**src/rtl/pipeline_trace_pkg.sv**
```systemverilog
// Shared widths and token types for the pipeline retire tracker.
// One token is the shadow copy of an instruction as it moves through a pipeline stage.
package pipeline_trace_pkg;

  localparam int SEQ_W   = 8;
  localparam int CYC_W   = 32;
  localparam int STALL_W = 4;
  localparam int PC_W    = 16;
  localparam int INSTR_W = 16;

  typedef enum logic [2:0] {
    IF  = 3'd0,
    ID  = 3'd1,
    EX  = 3'd2,
    MEM = 3'd3,
    WB  = 3'd4
  } stage_t;

  typedef struct packed {
    logic               valid;
    logic [SEQ_W-1:0]   seq;
    logic [PC_W-1:0]    pc;
    logic [INSTR_W-1:0] instr;
    logic [CYC_W-1:0]   fetch_cyc;
    logic [STALL_W-1:0] stall_cnt;
  } token_t;

  // An empty slot carries an all-zero payload, so retire fields read 0 when nothing retires.
  localparam token_t BUBBLE = '0;

  function automatic logic [STALL_W-1:0] sat_inc(input logic [STALL_W-1:0] v);
    return (&v) ? v : v + STALL_W'(1);
  endfunction

endpackage

```
**src/rtl/pipeline_retire_tracker_if.sv**
```systemverilog
// Fetch/hazard inputs and retire-event outputs of the retire tracker.
// The perf counter signals exist only when RETIRE_PERF_CNT_EN is defined.
interface pipeline_retire_tracker_if;
  import pipeline_trace_pkg::*;

  logic               if_valid;
  logic [PC_W-1:0]    if_pc;
  logic [INSTR_W-1:0] if_instr;
  logic               stall;
  logic               flush;

  logic               retire_valid;
  logic [SEQ_W-1:0]   retire_seq;
  logic [PC_W-1:0]    retire_pc;
  logic [INSTR_W-1:0] retire_instr;
  logic [CYC_W-1:0]   retire_fetch_cyc;
  logic [STALL_W-1:0] retire_stall_cnt;
  logic [CYC_W-1:0]   cycle;
`ifdef RETIRE_PERF_CNT_EN
  logic [CYC_W-1:0]   perf_retired;
  logic [CYC_W-1:0]   perf_bubbles;
`endif

  modport master (
    output if_valid, if_pc, if_instr, stall, flush,
    input  retire_valid, retire_seq, retire_pc, retire_instr,
           retire_fetch_cyc, retire_stall_cnt, cycle
`ifdef RETIRE_PERF_CNT_EN
           , perf_retired, perf_bubbles
`endif
  );

  modport slave (
    input  if_valid, if_pc, if_instr, stall, flush,
    output retire_valid, retire_seq, retire_pc, retire_instr,
           retire_fetch_cyc, retire_stall_cnt, cycle
`ifdef RETIRE_PERF_CNT_EN
           , perf_retired, perf_bubbles
`endif
  );

endinterface

```
**src/rtl/trace_slot_reg.sv**
```systemverilog
// One shadow stage register holding a token. Kill and bubble both empty the slot;
// hold keeps the token and counts a stalled cycle against it.
module trace_slot_reg
  import pipeline_trace_pkg::*;
(
  input  logic   clk,
  input  logic   rst,
  input  logic   load,
  input  logic   hold,
  input  logic   bubble,
  input  logic   kill,
  input  token_t d,
  output token_t q
);

  always_ff @(posedge clk) begin
    if (rst || kill || bubble) begin
      q <= BUBBLE;
    end else if (hold) begin
      if (q.valid) begin
        q.stall_cnt <= sat_inc(q.stall_cnt);
      end
    end else if (load) begin
      q <= d;
    end
  end

endmodule

```
**src/rtl/pipeline_retire_tracker.sv**
```systemverilog
// Shadows the 5-stage pipeline with sequence-tagged tokens and emits one retire event per WB exit.
// Define RETIRE_PERF_CNT_EN to add the perf_retired / perf_bubbles counters.
module pipeline_retire_tracker
  import pipeline_trace_pkg::*;
(
  input  logic                       clk,
  input  logic                       rst,
  pipeline_retire_tracker_if.slave   bus
);

  token_t           if_d;
  token_t           if_q;
  token_t           id_q;
  token_t           ex_q;
  token_t           mem_q;
  token_t           wb_q;
  logic [CYC_W-1:0] cycle_q;
  logic [CYC_W-1:0] cycle_next;
  logic [SEQ_W-1:0] next_seq;
  logic             fetch_accept;

  // A fetch coinciding with a stall or flush is dropped; upstream re-presents it.
  assign fetch_accept = bus.if_valid && !bus.stall && !bus.flush;
  assign cycle_next   = cycle_q + CYC_W'(1);

  // The stamp is the cycle number the token spends in IF, i.e. the count after this edge.
  always_comb begin
    if_d = BUBBLE;
    if (fetch_accept) begin
      if_d.valid     = 1'b1;
      if_d.seq       = next_seq;
      if_d.pc        = bus.if_pc;
      if_d.instr     = bus.if_instr;
      if_d.fetch_cyc = cycle_next;
    end
  end

  always_ff @(posedge clk) begin
    if (rst) begin
      cycle_q  <= '0;
      next_seq <= '0;
    end else begin
      cycle_q <= cycle_next;
      if (fetch_accept) begin
        next_seq <= next_seq + SEQ_W'(1);
      end
    end
  end

  trace_slot_reg u_if (
    .clk    (clk),
    .rst    (rst),
    .load   (1'b1),
    .hold   (bus.stall),
    .bubble (1'b0),
    .kill   (bus.flush),
    .d      (if_d),
    .q      (if_q)
  );

  trace_slot_reg u_id (
    .clk    (clk),
    .rst    (rst),
    .load   (1'b1),
    .hold   (bus.stall),
    .bubble (1'b0),
    .kill   (bus.flush),
    .d      (if_q),
    .q      (id_q)
  );

  // EX takes a bubble on stall (ID is held) and on flush (the ID token is killed).
  trace_slot_reg u_ex (
    .clk    (clk),
    .rst    (rst),
    .load   (1'b1),
    .hold   (1'b0),
    .bubble (bus.stall || bus.flush),
    .kill   (1'b0),
    .d      (id_q),
    .q      (ex_q)
  );

  trace_slot_reg u_mem (
    .clk    (clk),
    .rst    (rst),
    .load   (1'b1),
    .hold   (1'b0),
    .bubble (1'b0),
    .kill   (1'b0),
    .d      (ex_q),
    .q      (mem_q)
  );

  trace_slot_reg u_wb (
    .clk    (clk),
    .rst    (rst),
    .load   (1'b1),
    .hold   (1'b0),
    .bubble (1'b0),
    .kill   (1'b0),
    .d      (mem_q),
    .q      (wb_q)
  );

  assign bus.retire_valid     = wb_q.valid;
  assign bus.retire_seq       = wb_q.valid ? wb_q.seq       : '0;
  assign bus.retire_pc        = wb_q.valid ? wb_q.pc        : '0;
  assign bus.retire_instr     = wb_q.valid ? wb_q.instr     : '0;
  assign bus.retire_fetch_cyc = wb_q.valid ? wb_q.fetch_cyc : '0;
  assign bus.retire_stall_cnt = wb_q.valid ? wb_q.stall_cnt : '0;
  assign bus.cycle            = cycle_q;

`ifdef RETIRE_PERF_CNT_EN
  logic [CYC_W-1:0] perf_retired_q;
  logic [CYC_W-1:0] perf_bubbles_q;
  logic             seen_retire;

  // WB always loads MEM, so mem_q.valid is next cycle's retire_valid; counts include the current cycle.
  always_ff @(posedge clk) begin
    if (rst) begin
      perf_retired_q <= '0;
      perf_bubbles_q <= '0;
      seen_retire    <= 1'b0;
    end else begin
      if (mem_q.valid) begin
        perf_retired_q <= perf_retired_q + CYC_W'(1);
      end else if (seen_retire || wb_q.valid) begin
        perf_bubbles_q <= perf_bubbles_q + CYC_W'(1);
      end
      seen_retire <= seen_retire || wb_q.valid;
    end
  end

  assign bus.perf_retired = perf_retired_q;
  assign bus.perf_bubbles = perf_bubbles_q;
`endif

endmodule

```
**src/flat_wrapper.sv**
```systemverilog
// flat-port wrapper written by rule: the top's interface ports become plain ports
module pipeline_retire_tracker_flat import pipeline_trace_pkg::*;
  (clk, rst, bus_if_valid, bus_if_pc, bus_if_instr, bus_stall, bus_flush, bus_retire_valid, bus_retire_seq, bus_retire_pc, bus_retire_instr, bus_retire_fetch_cyc, bus_retire_stall_cnt, bus_cycle);
  pipeline_retire_tracker_if bus_i ();
  input  logic clk;
  input  logic rst;
  input wire logic [$bits(bus_i.if_valid)-1:0] bus_if_valid;
  input wire logic [$bits(bus_i.if_pc)-1:0] bus_if_pc;
  input wire logic [$bits(bus_i.if_instr)-1:0] bus_if_instr;
  input wire logic [$bits(bus_i.stall)-1:0] bus_stall;
  input wire logic [$bits(bus_i.flush)-1:0] bus_flush;
  output wire logic [$bits(bus_i.retire_valid)-1:0] bus_retire_valid;
  output wire logic [$bits(bus_i.retire_seq)-1:0] bus_retire_seq;
  output wire logic [$bits(bus_i.retire_pc)-1:0] bus_retire_pc;
  output wire logic [$bits(bus_i.retire_instr)-1:0] bus_retire_instr;
  output wire logic [$bits(bus_i.retire_fetch_cyc)-1:0] bus_retire_fetch_cyc;
  output wire logic [$bits(bus_i.retire_stall_cnt)-1:0] bus_retire_stall_cnt;
  output wire logic [$bits(bus_i.cycle)-1:0] bus_cycle;
  assign bus_i.if_valid = bus_if_valid;
  assign bus_i.if_pc = bus_if_pc;
  assign bus_i.if_instr = bus_if_instr;
  assign bus_i.stall = bus_stall;
  assign bus_i.flush = bus_flush;
  assign bus_retire_valid = bus_i.retire_valid;
  assign bus_retire_seq = bus_i.retire_seq;
  assign bus_retire_pc = bus_i.retire_pc;
  assign bus_retire_instr = bus_i.retire_instr;
  assign bus_retire_fetch_cyc = bus_i.retire_fetch_cyc;
  assign bus_retire_stall_cnt = bus_i.retire_stall_cnt;
  assign bus_cycle = bus_i.cycle;
  pipeline_retire_tracker u_core (.clk(clk), .rst(rst), .bus(bus_i));
endmodule
```
**config.mk**
```make
export PLATFORM = sky130hd
export DESIGN_NAME = pipeline_retire_tracker_flat
export DESIGN_NICKNAME = d
export VERILOG_FILES = /design/src/rtl/pipeline_trace_pkg.sv /design/src/rtl/pipeline_retire_tracker_if.sv /design/src/rtl/trace_slot_reg.sv /design/src/rtl/pipeline_retire_tracker.sv /design/src/flat_wrapper.sv
export SDC_FILE = /design/constraint.sdc
export NUM_CORES = 1
export LEC_CHECK = 0
export CAP_MARGIN = 20
export CORE_ASPECT_RATIO = 1.25
export CORE_UTILIZATION = 39
export CTS_CLUSTER_DIAMETER = 100
export CTS_CLUSTER_SIZE = 16
export DETAILED_ROUTE_END_ITERATION = 8
export HOLD_SLACK_MARGIN = 0.12
export PLACE_DENSITY = 0.6
export SYNTH_ARGS = -nofsm -noshare
export SYNTH_HDL_FRONTEND = slang
export SYNTH_SLANG_ARGS = --single-unit
```
**constraint.sdc**
```tcl
create_clock -name clk -period 3.16 [get_ports clk]
set_input_delay 0.316 -clock clk [delete_from_list [all_inputs] [get_ports clk]]
set_output_delay 0.316 -clock clk [all_outputs]
set_load 0.03 [all_outputs]
```
Word-level counts from Yosys, hierarchy flattened:

Index checks and enable logic that the tools add are counted.

* add/sub/neg operators: 4
* eq/ne operators: 2
* multiplexer cells: 9
* bitwise operators: 2
* reduce and logical (&&, ||, !) cells: 12

Operator list (number)
* $mux W73: 1
* $add A32 B1 Y32 const B: 1
* $mux W16: 2
* $mux W32: 1
* $mux W4: 4
* $add A4 B1 Y4 const B: 2
* $add A8 B1 Y8 const B: 1
* $mux W8: 1
* $reduce_and A4 Y1: 2
* $reduce_and A2 Y1: 2
* $logic_or A1 B1 Y1: 3
* $logic_and A1 B1 Y1: 2
* $logic_not A1 Y1: 2
* $ne A2 B1 Y1 const B: 1
* $ne A2 B2 Y1 const B: 1
* $not A1 Y1: 2
* $reduce_or A2 Y1: 1

* flip-flop bits (word level): 425
* word-level logic and storage cells: 61

Logic depth before layout (Yosys ltp):

Gate-level depths: netlist of run 1.

* word-level depth: 4
* gate-level depth with buffers: 7

By module:

Synthesis of run 1 repeated with hierarchy kept, for this count alone.

* cells, all modules: 2170
* area total of the unflattened synthesis: 16878.7 um2

Modules (own cells, without submodules)
* trace_slot_reg: times used 5, cells each 352, area each 2781.4 um2, seq. area each 1541.5 um2
* pipeline_retire_tracker: times used 1, cells each 410, area each 2971.6 um2, seq. area each 800.8 um2

Worst setup path after synthesis of run 1:

No wires, ideal clock.

* path type: reg-to-reg
* start point: register u_core.cycle_q[0] (netlist: u_core.bus.cycle[0])
* end point: register u_core.u_if.q[16] in the netlist's numbering
* setup time: 124 ps
* arrival time: 1558 ps
* required time: 3036 ps
* setup slack: 1477 ps
* stages on the path, launching flop included: 8
* path buffers: 1
* period minus slack after synthesis: 1683 ps
* cell sequence: dfxtp_1 > ha_1 > nand2_1 > nor3_2 > buf_4 > nand4_1 > xor2_1 > o21ai_1

* word-level cells in the longest chain between the ends: 2

RTL lines
* start: declaration: line pipeline_retire_tracker.sv:17 `logic [CYC_W-1:0] cycle_q;`
* start signal: assignment: line pipeline_retire_tracker.sv:43 `cycle_q <= cycle_next;`
* $add A32 B1 Y32: line pipeline_retire_tracker.sv:24 `assign cycle_next = cycle_q + CYC_W'(1);`
* $mux W73: line pipeline_retire_tracker.sv:29 `if (fetch_accept) begin`
* end: declaration: line trace_slot_reg.sv:13 `output token_t q`

No other way between the ends.
A chain may end at the register's enable or synchronous reset.

Worst setup path after layout of run 1:

* start point: register u_core.u_wb.q[76] in the netlist's numbering
* end point: output port bus_retire_fetch_cyc[19]

* word-level cells in the longest chain between the ends: 1

RTL lines
* start: declaration: line trace_slot_reg.sv:13
* $mux W32: line pipeline_retire_tracker.sv:110 `assign bus.retire_fetch_cyc = wb_q.valid ? wb_q.fetch_cyc : '0;`
* end: declaration: line flat_wrapper.sv:16 `output wire logic [$bits(bus_i.retire_fetch_cyc)-1:0] bus_retire_fetch_cyc;`

No other way between the ends.

==> implementation parameters, run 1 <==
Parameter                              Value

Worst setup path
  Critical path buffers and inverters ... 2
  Reg-to-reg slack, setup ... approximately 1000 ps
  Kind of start point of the critical path ... flip-flop
  Max stage delay cell, worst path ... clkdlybuf4s50_1
  Critical path type ... flip-flop to primary output
  Kind of capture point of the worst setup path ... primary output
  Critical-path cell list ... buf_12 > and2_1 > clkdlybuf4s50_1
  Crit-path max FO ... 55
  Delay of the slowest critical-path stage ... ~700 ps
  Required time at the endpoint of the critical path ... 2840 ps
  Arrival time at the worst endpoint ... 2330 ps
  Family of cells with the greatest summed delay on the critical path ... buffers and inverters

Logic synthesis
  Cell count after synthesis ... 1,244
  EDFF count, synth ... 0
  Cell area after technology mapping ... around 14,000 um^2
  Per-instance average area after synthesis ... 10.9 um^2
  Top-area cell type share of the netlist area ... 0.626
  Area leader, netlist ... dfxtp_1
  Main flop type after synthesis ... dfxtp_1
  Sequential fraction of the synthesis area ... 0.626
  Net count of the mapped netlist ... 1,285
  Post-synthesis async set-or-reset flop share ... 0
  Most area-consuming cells after synthesis ... dfxtp_1 63%, and2_1 7.2%, nor2b_1 7.1%
  Count of different cell masters after synthesis ... 38
  Count of yosys warnings during synthesis ... 0
  Synthesis-stage register bit count ... 425

Die
  Die W ... 169 um
  Die Span Y ... 211 um
  Core Region ... 34,400 um^2
  Number of cell rows ... between 70 and 80
  DIE AREA ... 35,600 um^2
  Initial core utilization ... 0.395
  I/O pin count ... 146

Global routing
  Congestion Overflow GR ... 0
  Vias in the first global route ... 7,892
  GRT Resource Usage Total ... 0.140
  Maximum number of pins on one net before global-route repair ... between 100 and 150
  Antenna violations before repair ... 0
  First-pass GRT wire length ... 40,200 um

Pwr
  Maximum resistive drop on vdd ... roughly 0.35 mV
  Post-route total power ... 0.00904 W
  Proportion of power drawn by flip-flops and latches ... 0.596
  Internal Dissipation ... slightly above 0.007 W
  Switching power share of the total ... 0.204
  Clock Power Share ... 0.376
  Proportion of power drawn by combinational gates ... 0.028
  Leakage power total ... 6.22 nW
  Total net switching power ... about 0.0018 W
  Power per cell area ... 558 nW/um^2

Drt
  Router iterations before antenna repair ... 4
  Routed length per placed instance ... 13.6 um
  Top routing layer in use ... met4
  Routed wire length ... 24,700 um
  Met2 WL ... 12,200 um
  Count of routing violations after the opening detailed-route iteration ... 346
  Remaining antenna violation count ... 0
  M1 WL ... 11,200 um
  Total number of vias ... just over 8,000
  DRC ... 0
  Via/cell ratio ... 4.50
  Metal3 WL ... 841 um

Timing
  Final number of setup-violating endpoints ... 0
  Worst slew pin tran ... 910 ps
  Final worst-path cycle share ... 0.837
  Max-slew headroom at the worst pin ... 0.393
  Fin Hold WS ... 160 ps
  Final hold violation count ... 0
  Unrepaired setup endpoints after global routing ... no
  Fin. max-slew vios ... 0
  Min Tclk post-route ... between 2000 and 3000 ps
  Fmax ... 378 MHz
  TNS Setup ... 0 ps
  Largest clock skew in the final design ... 7.37 ps

Placement
  Quantity of I/O buffers inserted on ports ... 145
  Total instance count after detailed placement ... 1,792
  HPWL after DPL ... around 15,000 um
  Weighted congestion reported at the end of routability-driven placement ... around 0.76

Finish
  Final instance count without filler cells ... between 1,500 and 2,000
  Nets ... 1,397
  Count of filler cells inserted in the layout ... approximately 3,200
  Growth of design area from synthesis to finish ... 19.3%
  Leading cell type in the layout, fill and taps excluded ... dfxtp_1
  Share of final-layout standard cells stronger than drive strength 1 ... 0.0406
  Most used cells in the layout excluding fill and tap cells ... 424 x dfxtp_1, 155 x and2_1, 155 x nor2b_1
  Ant diodes ... 0

Clocking
  Clock sinks ... 425
  Insertion delay of the later-clocked pin in the worst-skew pair ... 550 ps
  Post-CTS setup-driven buffer insertion count ... 0
  Clock tree buffer depth ... 3
  Root buffer cell ... clkbuf_16
  Num CTS Buffers ... 30
  CTS tree ... built
  Post-CTS Hold Buffers ... 0
  H-tree levels ... 1
  Number of resized instances in the post-cts repair step ... 0
  Clock-pin slew reported for the worst setup and hold paths after clock tree synthesis ... around 70 ps

Min path
  Worst hold path class ... input port to flip-flop

Run status
  Result of the run ... finished clean

Run
  Max-cap violations ... 0
-- through the flow --
stage                     utilization  setup WS, ps  cell area (um^2)
after floorplan                     -          1480             13600
after global placement          0.448          1030             15400
final                           0.471           516             16200
after CTS                       0.471           461             16200
after detailed placement        0.448          1010             15400
after global routing            0.471           379             16200
-- state kept, by name, summed over array words and instances (netlist names) --
signal            count
u_core.u_id.q        77
u_core.bus.cycle     32
u_core.u_if.q        77
u_core.u_ex.q        77
u_core.u_wb.q        77
u_core.u_mem.q       77
u_core.next_seq       8
-- power groups by stage --
| stage | Combinational (W) | Clock, W | Sequential [W] |
|---|---|---|---|
| 6_report | 0.000253 | 0.00340 | 0.00539 |
| 5_1_grt | 0.000275 | 0.00375 | 0.00539 |
| 4_1_cts | 0.000261 | 0.00354 | 0.00538 |
| 3_5_place_dp | 0.000260 | 0 | 0.00551 |
| 3_3_place_gp | 0.000259 | 0 | 0.00551 |
| 2_1_floorplan | 0.000143 | 0 | 0.00551 |
-- synthesized netlist by cell type (all sizes together) (17+ instances only) --
cell / n
buf: 36
nand3: 24
dfxtp: 425
nor2: 128
mux2i: 74
nor2b: 155
nand2: 46
o21ai: 32
and2: 156
a22o: 40
xor2: 34
nand4: 17
clkbuf: 39
-- kinds of logic (layout without fill, tap and decap cells) --
logic type,after synthesis,after routing,synth area share
flops,425,425,0.626
buf+inv,76,188,0.0258
compound gates,78,78,0.0406
simple gates,544,544,0.221
xor+xnor,43,43,0.0277
mux,74,74,0.0545
fa+ha+maj,4,4,0.00369
-- final cells by class --
cell class / count / area, um^2 / share of cell area
multi-input cells: 743 / 4730 / 0.292
repair buffers: 155 / 1590 / 0.0980
clock inverters: 1 / 8.76 / 0.000540
inverters: 1 / 3.75 / 0.000232
well taps: 468 / 586 / 0.0361
flip-flops and latches: 425 / 8510 / 0.525
clock buffers: 31 / 776 / 0.0479
-- metal layers --
layer	track usage	up-vias
li1	-	4206
met1	0.174	3833
met2	0.252	131
met3	0.0195	30
met4	0.0364	0
met5	0	-
-- path summary, 6_finish.rpt --
kind	end	cells after the start	from
min	u_core.u_wb.q[35]	2	rst
min reg2reg	u_core.u_wb.q[48]	1	u_core.u_mem.q[48]
max	bus_retire_fetch_cyc[19]	3	u_core.u_wb.q[76]
max reg2reg	u_core.u_if.q[31]	5	u_core.bus.cycle[3]
-- worst register-to-register path, cell delays in order, from the launching register on --
cell	delay, ps
dfxtp_1	490
nand4_4	170
nor3_2	760
nand4_1	210
xor2_1	270
o21ai_1	100
Power figures use the tool's default switching activity.
==> inputs of run 2 (changes only) <==
==> constraint.sdc (replaced) <==
create_clock -name clk -period 2.7 [get_ports clk]
set_input_delay 0.27 -clock clk [delete_from_list [all_inputs] [get_ports clk]]
set_output_delay 0.27 -clock clk [all_outputs]
set_load 0.03 [all_outputs]
==> run 2 against run 1 <==
  * Count of clock-buffer cells in the layout unchanged
  * Die area unchanged
  * Flip-flop and latch count unchanged
  * Global-route usage about the same
  * Sequential share of layout area decreased by 0.13 points
==> implementation parameters, run 2 (same netlist as run 1, synthesis figures left out) <==
Parameter                              Value

Pwr
  Maximum resistive drop on vdd ... 0.415 mV (+17%)
  Leakage power total ... 6.25 nW (+0.50%)
  Power per cell area ... 652 nW/um^2 (+17%)

Finish
  Final instance count without filler cells ... 1,831 (+0.38%)
  Design area ... 16,200 um^2 (+0.25%)
  Ant diodes ... 0 (unchanged)
  Nets ... 1,404 (+0.50%)
  Leading cell type in the layout, fill and taps excluded ... dfxtp_1
  Growth of design area from synthesis to finish ... 19.6%
  Count of filler cells inserted in the layout ... 3,257 (+0.62%)
  Most used cells in the layout excluding fill and tap cells ... 424 x dfxtp_1, 155 x and2_1, 155 x nor2b_1
  Seq. cell area ... 8510 um^2 (unchanged)
  Share of final-layout standard cells stronger than drive strength 1 ... 0.0455 (+0.00493)
  Footprint of the multi-input gates ... 4730 um^2 (unchanged)

Clocking
  Insertion delay of the later-clocked pin in the worst-skew pair ... 560 ps (about the same)
  H-tree levels ... 1 (unchanged)
  Number of resized instances in the post-cts repair step ... 0 (unchanged)
  Post-CTS Hold Buffers ... 0 (unchanged)
  Clock tree buffer depth ... 3 (unchanged)
  CTS tree ... built
  Clock sinks ... 425 (unchanged)
  Clock-pin slew reported for the worst setup and hold paths after clock tree synthesis ... 70 ps (about the same)
  Post-CTS setup-driven buffer insertion count ... 0 (unchanged)
  Root buffer cell ... clkbuf_16
  Num CTS Buffers ... 30 (unchanged)

Placement
  HPWL after DPL ... 15,300 um (-0.39%)
  Total instance count after detailed placement ... 1,799 (+0.39%)
  Area of placed instances ... 15,500 um^2 (+0.26%)
  Weighted congestion reported at the end of routability-driven placement ... 0.761 (+0.41%)
  Quantity of I/O buffers inserted on ports ... 145 (unchanged)

Die
  Number of cell rows ... 76 (unchanged)
  Die W ... 169 um (unchanged)
  Initial core utilization ... 0.395 (unchanged)
  Core Region ... 34,400 um^2 (unchanged)
  DIE AREA ... 35,600 um^2 (unchanged)
  I/O pin count ... 146 (unchanged)
  Die Span Y ... 211 um (unchanged)

Global routing
  Antenna violations before repair ... 0 (unchanged)
  Maximum number of pins on one net before global-route repair ... 78 (-45%)
  GRT Resource Usage Total ... 0.139 (-0.000459)
  Highest-utilization routing layer at the global route stage ... met2
  Congestion Overflow GR ... 0 (unchanged)
  Global-route track usage on met3 ... 0.0191 (-0.000375)
  Vias in the first global route ... 7,843 (-0.62%)
  GRT met1 Usage ... 0.168 (-0.00575)
  GRT met2 Usage ... 0.252 (+0.000427)
  First-pass GRT wire length ... 39,900 um (-0.89%)

Drt
  Remaining antenna violation count ... 0 (unchanged)
  Count of routing violations after the opening detailed-route iteration ... 365 (+5.5%)
  Via/cell ratio ... 4.43 (-1.4%)
  Routed length per placed instance ... 13.2 um (-2.4%)
  Router iterations before antenna repair ... 4 (unchanged)
  Total number of vias ... 8,116 (-1.0%)
  Routed wire length ... 24,200 um (-2.1%)
  DRC ... 0 (unchanged)

Timing
  Final number of setup-violating endpoints ... 0 (unchanged)
  Fin. max-slew vios ... 0 (unchanged)
  Fin Hold WS ... 231 ps (+71.1 ps)
  Min Tclk post-route ... 2320 ps
  Final worst-path cycle share ... 0.859
  Largest clock skew in the final design ... 10.3 ps (+2.92 ps)
  Max-slew headroom at the worst pin ... 0.447 (+0.0541)
  Unrepaired setup endpoints after global routing ... no
  Fmax ... 431 MHz
  Worst slew pin tran ... 829 ps (-81.1 ps)
  TNS Setup ... 0 ps (unchanged)
  Final hold violation count ... 0 (unchanged)

Worst setup path
  Family of cells with the greatest summed delay on the critical path ... buffers and inverters
  Crit-path max FO ... 77 (+40%)
  Kind of capture point of the worst setup path ... primary output
  Delay of the slowest critical-path stage ... 680 ps (-20 ps)
  Arrival time at the worst endpoint ... 2050 ps (-280 ps)
  Max stage delay cell, worst path ... clkdlybuf4s50_1
  Critical path type ... flip-flop to primary output
  Kind of start point of the critical path ... flip-flop
  Required time at the endpoint of the critical path ... 2430 ps (-410 ps)
  Critical-path cell list ... buf_12 > and2_1 > clkdlybuf4s50_1
  Critical path buffers and inverters ... 2 (unchanged)

Run status
  Result of the run ... finished clean

Run
  Max-cap violations ... 0 (unchanged)

Min path
  Worst hold path class ... input port to flip-flop
[run 2: cell types whose count changed in the layout (fill, tap and decap cells not counted), sizes merged]
cell / previous run / this run
buf: 12 / 19
[run 2: metrics by stage]
stage	power [W]	setup slack, ps	util
final	0.0106	381	0.472
after detailed placement	0.00675	799	0.449
after global placement	0.00675	823	0.449
after global routing	0.0111	264	0.472
after floorplan	0.00662	1020	-
after CTS	0.0108	312	0.472
[run 2: final cells by class]
| cell class | count | area share |
|---|---|---|
| Sequential cell | 425 | 0.524 |
| Multi-Input combinational cell | 743 | 0.291 |
| Timing Repair Buffer | 162 | 0.100 |
| Clock buffer | 31 | 0.0478 |
| Tap cell | 468 | 0.0360 |
| Clock inverter | 1 | 0.000539 |
| Inverter | 1 | 0.000231 |
[run 2: worst paths after layout]
kind	startpoint	end	slack, ps	cells after the start
setup reg to reg	u_core.bus.cycle[9]	u_core.u_if.q[34]	800	5
setup / recovery	u_core.u_wb.q[76]	bus_retire_fetch_cyc[24]	380	3
hold reg to reg	u_core.u_mem.q[47]	u_core.u_wb.q[47]	430	1
hold / removal	rst	u_core.u_if.q[3]	230	5
[run 2: worst min-delay path, cell delays in order]
cell,delay (ps)
buf_6,90
nor2_1,40
buf_4,130
nand2_1,150
nor2_1,60
[run 2: report_power, final]
| part | internal, W | switching [W] | total, W |
|---|---|---|---|
| logic | 0.000114 | 0.000182 | 0.000296 |
| registers | 0.00629 | 0.0000171 | 0.00630 |
| clock network | 0.00202 | 0.00198 | 0.00400 |
| total | 0.00842 | 0.00218 | 0.0106 |
[run 2: routing by layer]
layer	routed length (um)	share of wire	vias up
met1	10800	0.45	3760
met5	0	0	-
li1	-	-	4209
met3	753	0.031	29
met4	505	0.021	0
met2	12200	0.50	118
